--- src/rtl/dosing_sequencer_if.sv ---
// Order/motor bus for the dosing sequencer.
//   master : order source and motor observer (drives orders and abort)
//   slave  : the sequencer (accepts orders, drives motors and status)
// Signals: in_valid/in_ready order handshake, in_r/in_g/in_b dose amounts,
//   abort cancels the running order, motor_en one-hot motor enables,
//   busy high outside IDLE, done one-cycle completion pulse.
interface dosing_sequencer_if;
  logic       in_valid;
  logic       in_ready;
  logic [4:0] in_r;
  logic [4:0] in_g;
  logic [4:0] in_b;
  logic       abort;
  logic [2:0] motor_en;
  logic       busy;
  logic       done;

  modport master (
    output in_valid, in_r, in_g, in_b, abort,
    input  in_ready, motor_en, busy, done
  );

  modport slave (
    input  in_valid, in_r, in_g, in_b, abort,
    output in_ready, motor_en, busy, done
  );
endinterface

--- src/rtl/dosing_sequencer.sv ---
// Dosing sequencer: queues R/G/B dose orders in a DEPTH-entry FIFO and runs the
// R, G and B motors in turn for amount*TICK_DIV cycles each.
// Ports:
//   clk  - clock, rising edge
//   rst  - asynchronous active-high reset
//   bus  - dosing_sequencer_if.slave (order handshake, abort, motors, status)
module dosing_sequencer #(
  parameter int unsigned TICK_DIV = 4,
  parameter int unsigned DEPTH    = 4
) (
  input logic              clk,
  input logic              rst,
  dosing_sequencer_if.slave bus
);

  localparam int unsigned AW = $clog2(DEPTH);

  typedef enum logic [2:0] {StIdle, StLoad, StRunR, StRunG, StRunB, StDone} state_e;

  state_e      state_q, state_d;
  logic [AW:0] wr_ptr_q, wr_ptr_d;
  logic [AW:0] rd_ptr_q, rd_ptr_d;
  logic [8:0]  cnt_q, cnt_d;
  logic [4:0]  amt_r_q, amt_r_d, amt_g_q, amt_g_d, amt_b_q, amt_b_d;
  logic [2:0]  motor_en_q, motor_en_d;
  logic        busy_q, busy_d;
  logic        done_q, done_d;
  logic [14:0] mem_q [DEPTH];

  logic        full, empty, push, pop;
  logic [4:0]  cur_amt;
  logic [8:0]  phase_len;
  logic        phase_last;

  // Extra pointer MSB distinguishes full from empty when the indices match.
  assign empty = (wr_ptr_q == rd_ptr_q);
  assign full  = (wr_ptr_q[AW] != rd_ptr_q[AW]) && (wr_ptr_q[AW-1:0] == rd_ptr_q[AW-1:0]);
  assign push  = bus.in_valid && !full;
  assign pop   = (state_q == StLoad);

  assign bus.in_ready = !full;
  assign bus.motor_en = motor_en_q;
  assign bus.busy     = busy_q;
  assign bus.done     = done_q;

  always_comb begin
    cur_amt = 5'd0;
    unique case (state_q)
      StRunR:  cur_amt = amt_r_q;
      StRunG:  cur_amt = amt_g_q;
      StRunB:  cur_amt = amt_b_q;
      default: cur_amt = 5'd0;
    endcase
  end

  // A zero amount still spends one cycle in its phase.
  assign phase_len  = 9'(cur_amt) * 9'(TICK_DIV);
  assign phase_last = (cur_amt == 5'd0) || (cnt_q == phase_len - 9'd1);

  always_comb begin
    state_d  = state_q;
    cnt_d    = cnt_q;
    amt_r_d  = amt_r_q;
    amt_g_d  = amt_g_q;
    amt_b_d  = amt_b_q;
    wr_ptr_d = push ? wr_ptr_q + {{AW{1'b0}}, 1'b1} : wr_ptr_q;
    rd_ptr_d = pop  ? rd_ptr_q + {{AW{1'b0}}, 1'b1} : rd_ptr_q;

    unique case (state_q)
      StIdle: begin
        cnt_d = 9'd0;
        if (!empty) state_d = StLoad;
      end
      StLoad: begin
        // The head is popped even on abort, so an aborted LOAD drops its order.
        {amt_r_d, amt_g_d, amt_b_d} = mem_q[rd_ptr_q[AW-1:0]];
        cnt_d   = 9'd0;
        state_d = bus.abort ? StIdle : StRunR;
      end
      StRunR, StRunG, StRunB: begin
        if (bus.abort) begin
          state_d = StIdle;
          cnt_d   = 9'd0;
        end else if (phase_last) begin
          cnt_d = 9'd0;
          unique case (state_q)
            StRunR:  state_d = StRunG;
            StRunG:  state_d = StRunB;
            default: state_d = StDone;
          endcase
        end else begin
          cnt_d = cnt_q + 9'd1;
        end
      end
      StDone: begin
        cnt_d   = 9'd0;
        state_d = StIdle;
      end
      default: begin
        cnt_d   = 9'd0;
        state_d = StIdle;
      end
    endcase

    // Outputs are registered alongside the state they describe.
    motor_en_d = 3'b000;
    unique case (state_d)
      StRunR:  motor_en_d = {2'b00, amt_r_d != 5'd0};
      StRunG:  motor_en_d = {1'b0, amt_g_d != 5'd0, 1'b0};
      StRunB:  motor_en_d = {amt_b_d != 5'd0, 2'b00};
      default: motor_en_d = 3'b000;
    endcase
    busy_d = (state_d != StIdle);
    done_d = (state_d == StDone);
  end

  always_ff @(posedge clk or posedge rst) begin
    if (rst) begin
      state_q    <= StIdle;
      wr_ptr_q   <= '0;
      rd_ptr_q   <= '0;
      cnt_q      <= 9'd0;
      amt_r_q    <= 5'd0;
      amt_g_q    <= 5'd0;
      amt_b_q    <= 5'd0;
      motor_en_q <= 3'b000;
      busy_q     <= 1'b0;
      done_q     <= 1'b0;
    end else begin
      state_q    <= state_d;
      wr_ptr_q   <= wr_ptr_d;
      rd_ptr_q   <= rd_ptr_d;
      cnt_q      <= cnt_d;
      amt_r_q    <= amt_r_d;
      amt_g_q    <= amt_g_d;
      amt_b_q    <= amt_b_d;
      motor_en_q <= motor_en_d;
      busy_q     <= busy_d;
      done_q     <= done_d;
    end
  end

  // Queue storage needs no reset; validity is tracked by the pointers.
  always_ff @(posedge clk) begin
    if (push) mem_q[wr_ptr_q[AW-1:0]] <= {bus.in_r, bus.in_g, bus.in_b};
  end

endmodule
--- src/flat_wrapper.sv ---
// flat-port wrapper written by rule: the top's interface ports become plain ports
module dosing_sequencer_flat 
#(
  parameter int unsigned TICK_DIV = 4,
  parameter int unsigned DEPTH    = 4
)
  (clk, rst, bus_in_valid, bus_in_r, bus_in_g, bus_in_b, bus_abort, bus_in_ready, bus_motor_en, bus_busy, bus_done);
  dosing_sequencer_if bus_i ();
  input logic clk;
  input logic rst;
  input wire logic [$bits(bus_i.in_valid)-1:0] bus_in_valid;
  input wire logic [$bits(bus_i.in_r)-1:0] bus_in_r;
  input wire logic [$bits(bus_i.in_g)-1:0] bus_in_g;
  input wire logic [$bits(bus_i.in_b)-1:0] bus_in_b;
  input wire logic [$bits(bus_i.abort)-1:0] bus_abort;
  output wire logic [$bits(bus_i.in_ready)-1:0] bus_in_ready;
  output wire logic [$bits(bus_i.motor_en)-1:0] bus_motor_en;
  output wire logic [$bits(bus_i.busy)-1:0] bus_busy;
  output wire logic [$bits(bus_i.done)-1:0] bus_done;
  assign bus_i.in_valid = bus_in_valid;
  assign bus_i.in_r = bus_in_r;
  assign bus_i.in_g = bus_in_g;
  assign bus_i.in_b = bus_in_b;
  assign bus_i.abort = bus_abort;
  assign bus_in_ready = bus_i.in_ready;
  assign bus_motor_en = bus_i.motor_en;
  assign bus_busy = bus_i.busy;
  assign bus_done = bus_i.done;
  dosing_sequencer #(.TICK_DIV(TICK_DIV), .DEPTH(DEPTH)) u_core (.clk(clk), .rst(rst), .bus(bus_i));
endmodule
--- config.mk ---
export PLATFORM = sky130hd
export DESIGN_NAME = dosing_sequencer_flat
export DESIGN_NICKNAME = d
export VERILOG_FILES = /design/src/rtl/dosing_sequencer_if.sv /design/src/rtl/dosing_sequencer.sv /design/src/flat_wrapper.sv
export SDC_FILE = /design/constraint.sdc
export NUM_CORES = 1
export LEC_CHECK = 0
export ABC_AREA = 1
export BUFFER_PORTS_ARGS = -buffer_cell sky130_fd_sc_hd__buf_4
export CORE_MARGIN = 1.5
export CORE_UTILIZATION = 45
export CTS_BUF_LIST = sky130_fd_sc_hd__clkbuf_4
export DETAILED_ROUTE_END_ITERATION = 12
export PLACE_DENSITY_LB_ADDON = 0.15
export SETUP_SLACK_MARGIN = 0.2
export SLEW_MARGIN = 15
export SYNTH_ARGS = -nofsm -noshare
export SYNTH_HDL_FRONTEND = slang
export SYNTH_SLANG_ARGS = --single-unit
--- constraint.sdc ---
create_clock -name clk -period 2.8 [get_ports clk]
set_input_delay 0.28 -clock clk [delete_from_list [all_inputs] [get_ports clk]]
set_output_delay 0.28 -clock clk [all_outputs]
set_load 0.05 [all_outputs]
==> flow_metrics.tcl <==
set metrics [dict create \
    final.setup.tns_ns 0 \
    synthFlopType "edfxtp_1" \
    synth-edff-count 60 \
    r2r-end "u_core.bus.motor_en[1]" \
    die_y_um 103 \
    cts_sinks 98 \
    cp_common_cell "nand2_1" \
    cts_tree "done" \
    r2r-start "u_core.state_q[2]" \
    period_share_pct 84.4 \
    overflow 0 \
    clk_latency_ns 0.45 \
    final_cells 605 \
    worstMarginPinSlew_ns 0.500 \
    finalSetupViolCount 0 \
    hpwlAfterDp_um 5820 \
    critPathLaunch "u_core.state_q[2]" \
    maxSlewHeadroom_pct 66.4 \
    vias 2986 \
    fill_cells 932 \
    path_depth 16 \
    htree_num_levels 3 \
    cts_buffer_depth 2 \
    fin_ws_ns 0.438 \
    synth_top_cell_by_area "edfxtp_1" \
    status "complete, no violations" \
    critPathBufInv 2 \
    ys_ff_latch 98 \
    final_cell_mix "nand2_1 (75), edfxtp_1 (60), nor2_1 (55)" \
    cp-start-kind "register" \
    grt_usage_pct 17.9 \
    cts_root_buffer "clkbuf_4" \
    synthAdderAreaFrac_pct 1.95 \
    grt_max_degree 39 \
    grt_pass1_vias 2880 \
    synth_cell_types 35 \
    antenna_found_initial 0 \
    dr.pass1.iters 4 \
    place_congestion 0.950 \
    cpMaxStageDelayCell "dfrtp_2" \
    grt_pass1_wl_um 14200 \
    async_flop_share_pct 38.8 \
    dp_cells 576 \
    ant_nets 0 \
    worst-r2r-setup-slack_ns 0.44 \
    num_rows 36 \
    synthSimpleGateAreaFrac_pct 21.6 \
    crit_path_end "u_core.bus.motor_en[1]" \
    critical_path_class "register to register" \
    drt_iter0_drc 152 \
    yosysSeqAreaShare_pct 61.3 \
    diodes 0 \
    max_freq_mhz 423 \
    cellLeakagePower_nw 2.15 \
    rsz0062_at_grt "false" \
    wire_per_inst_um 14.4 \
    hold_path_class "primary input to register" \
    irDropWorstVdd_mv 0.368 \
    muxShareOfSynthArea_pct 0 \
    hold_viol 0 \
    slew_viol_final 0 \
    path_cells "inv_6 -> nand3_2 -> nor2_4 -> nor2_4 -> ha_1 -> xnor2_1 -> xor2_1 -> nand2_1 -> nor2_2 -> nand3_4 -> nand2_1 -> nand2_1 -> nand3_2 -> nand2_2 -> inv_2 -> nor2_1" \
    port_buffers 24 \
    critPathArrivalTime_ns 2.72 \
    max_stage_delay_ns 0.55 \
    synth_warnings 0 \
    synth_top_family_by_area "simple AND/OR/NAND/NOR gates" \
    synth_compound_area_share_pct 7.95 \
    synthXorXnorAreaFrac_pct 1.95 \
    synth.net_count 451 \
    netlist_area_mm2 0.00449 \
    area_growth_pct 14.1 \
    syn_inst 425 \
    start_util_pct 46.1 \
    routed_wl_um 8690 \
    io-pin-count 25 \
    design_area_mm2 0.00512 \
    cp.required_ns 3.16 \
    clk_transition_reported_paths_ns 0.15 \
    crit_path_end_kind "register" \
    coreArea_mm2 0.00973 \
    drc 0 \
    finalCriticalPeriod_ns 2.36 \
    place_ws_ns 0.230 \
    die_area_mm2 0.0106 \
    critPathTopFamily "simple AND/OR/NAND/NOR gates" \
    final_common_cell "nand2_1" \
    reg2regPathDepth 16 \
    die_w_um 103 \
    viasPerCell 4.94 \
    pwr_density_cell_mw_per_mm2 1060 \
    power_mw 5.41 \
    numCtsBuffers 9 \
    timing.max_cap.violations 0 \
    ys_top_cells_by_area "edfxtp_1 (40%), dfrtp_1 (21%), nand2_1 (6.4%), nor2_1 (4.6%), o21ai_0 (4.2%)" \
    dpl_cell_area_mm2 0.00482 \
    drive_gt1_share_pct 21.4 \
    synth.avg_cell_area_um2 10.6 \
    fin_skew_ns 0.0164 \
    num-nets-final 493 \
    crit_fanout 8 \
    synth_top_area_share_pct 40.1 \
]
registers in the layout (all words and copies together) (netlist names):
signal and flops:
u_core.amt_g_q 5, u_core.amt_b_q 5, u_core.bus.done 1, u_core.wr_ptr_q 3, u_core.state_q 3, u_core.bus.busy 1
u_core.mem_q 60, u_core.cnt_q 9, u_core.bus.motor_en 3, u_core.amt_r_q 5, u_core.rd_ptr_q 3
routing by layer:
metal / track usage (%) / up-vias / share of wire [%] / wire length, µm
met5: 0 / - / 0 / 0
met4: 5.93 / 0 / 1.4 / 121
met3: 3.25 / 10 / 2.4 / 206
met2: 29.1 / 33 / 48 / 4130
met1: 24.5 / 1412 / 49 / 4230
li1: - / 1531 / - / -
cells in the mapped netlist (all sizes together) (5+ instances only):
library cell	instances
a21oi	8
nand3	29
edfxtp	60
o21ai	38
nand2	82
nor2	65
buf	5
dfrtp	38
ha	7
clkbuf	10
nand4	7
inv	38
o22ai	15
xor2	7
per-stage QoR:
| step | util (%) | hold slack [ns] |
|---|---|---|
| floorplan | - | 0.379 |
| global placement | 49.5 | 0.429 |
| detailed placement | 49.5 | 0.438 |
| CTS | 51.3 | 0.00655 |
| global route | 52.6 | 0.00232 |
| finish | 52.6 | 0.0265 |
logic make-up after synthesis:
group	after synthesis
AO/OA/AOI/OAI	64
flip-flops	98
XOR/XNOR	10
buffers and inverters	53
adder cells (fa/ha/maj)	7
AND/OR/NAND/NOR	193
worst min-delay path by stage:
stage,end,start,depth (start not counted)
finish,u_core.mem_q[1][12],bus_in_r[2],1
CTS,u_core.mem_q[1][12],bus_in_r[2],1
global placement,u_core.wr_ptr_q[0],rst,3
global route,u_core.mem_q[2][12],bus_in_r[2],1
floorplan,u_core.mem_q[0][0],bus_in_b[0],0
detailed placement,u_core.wr_ptr_q[0],rst,3
report_power, final:
part	switching (mW)	internal [mW]
clock network	0.459	0.382
registers	0.234	1.95
logic	1.56	0.823
final cells by class:
| class | instances | area (µm²) | area share [%] |
|---|---|---|---|
| Multi-Input combinational cell | 274 | 1520 | 29.6 |
| Inverter | 38 | 153 | 2.98 |
| Tap cell | 133 | 166 | 3.25 |
| Sequential cell | 98 | 2760 | 53.8 |
| Clock buffer | 11 | 82.6 | 1.61 |
| Timing Repair Buffer | 46 | 368 | 7.18 |
| Clock inverter | 5 | 77.6 | 1.52 |
repair_timing:
item,CTS,global route
hold endpoints to repair,38,6
gates resized for setup,0,6
hold buffers,1,3
setup endpoints to repair,0,17
setup buffers,0,9
Power figures use the tool's default switching activity.
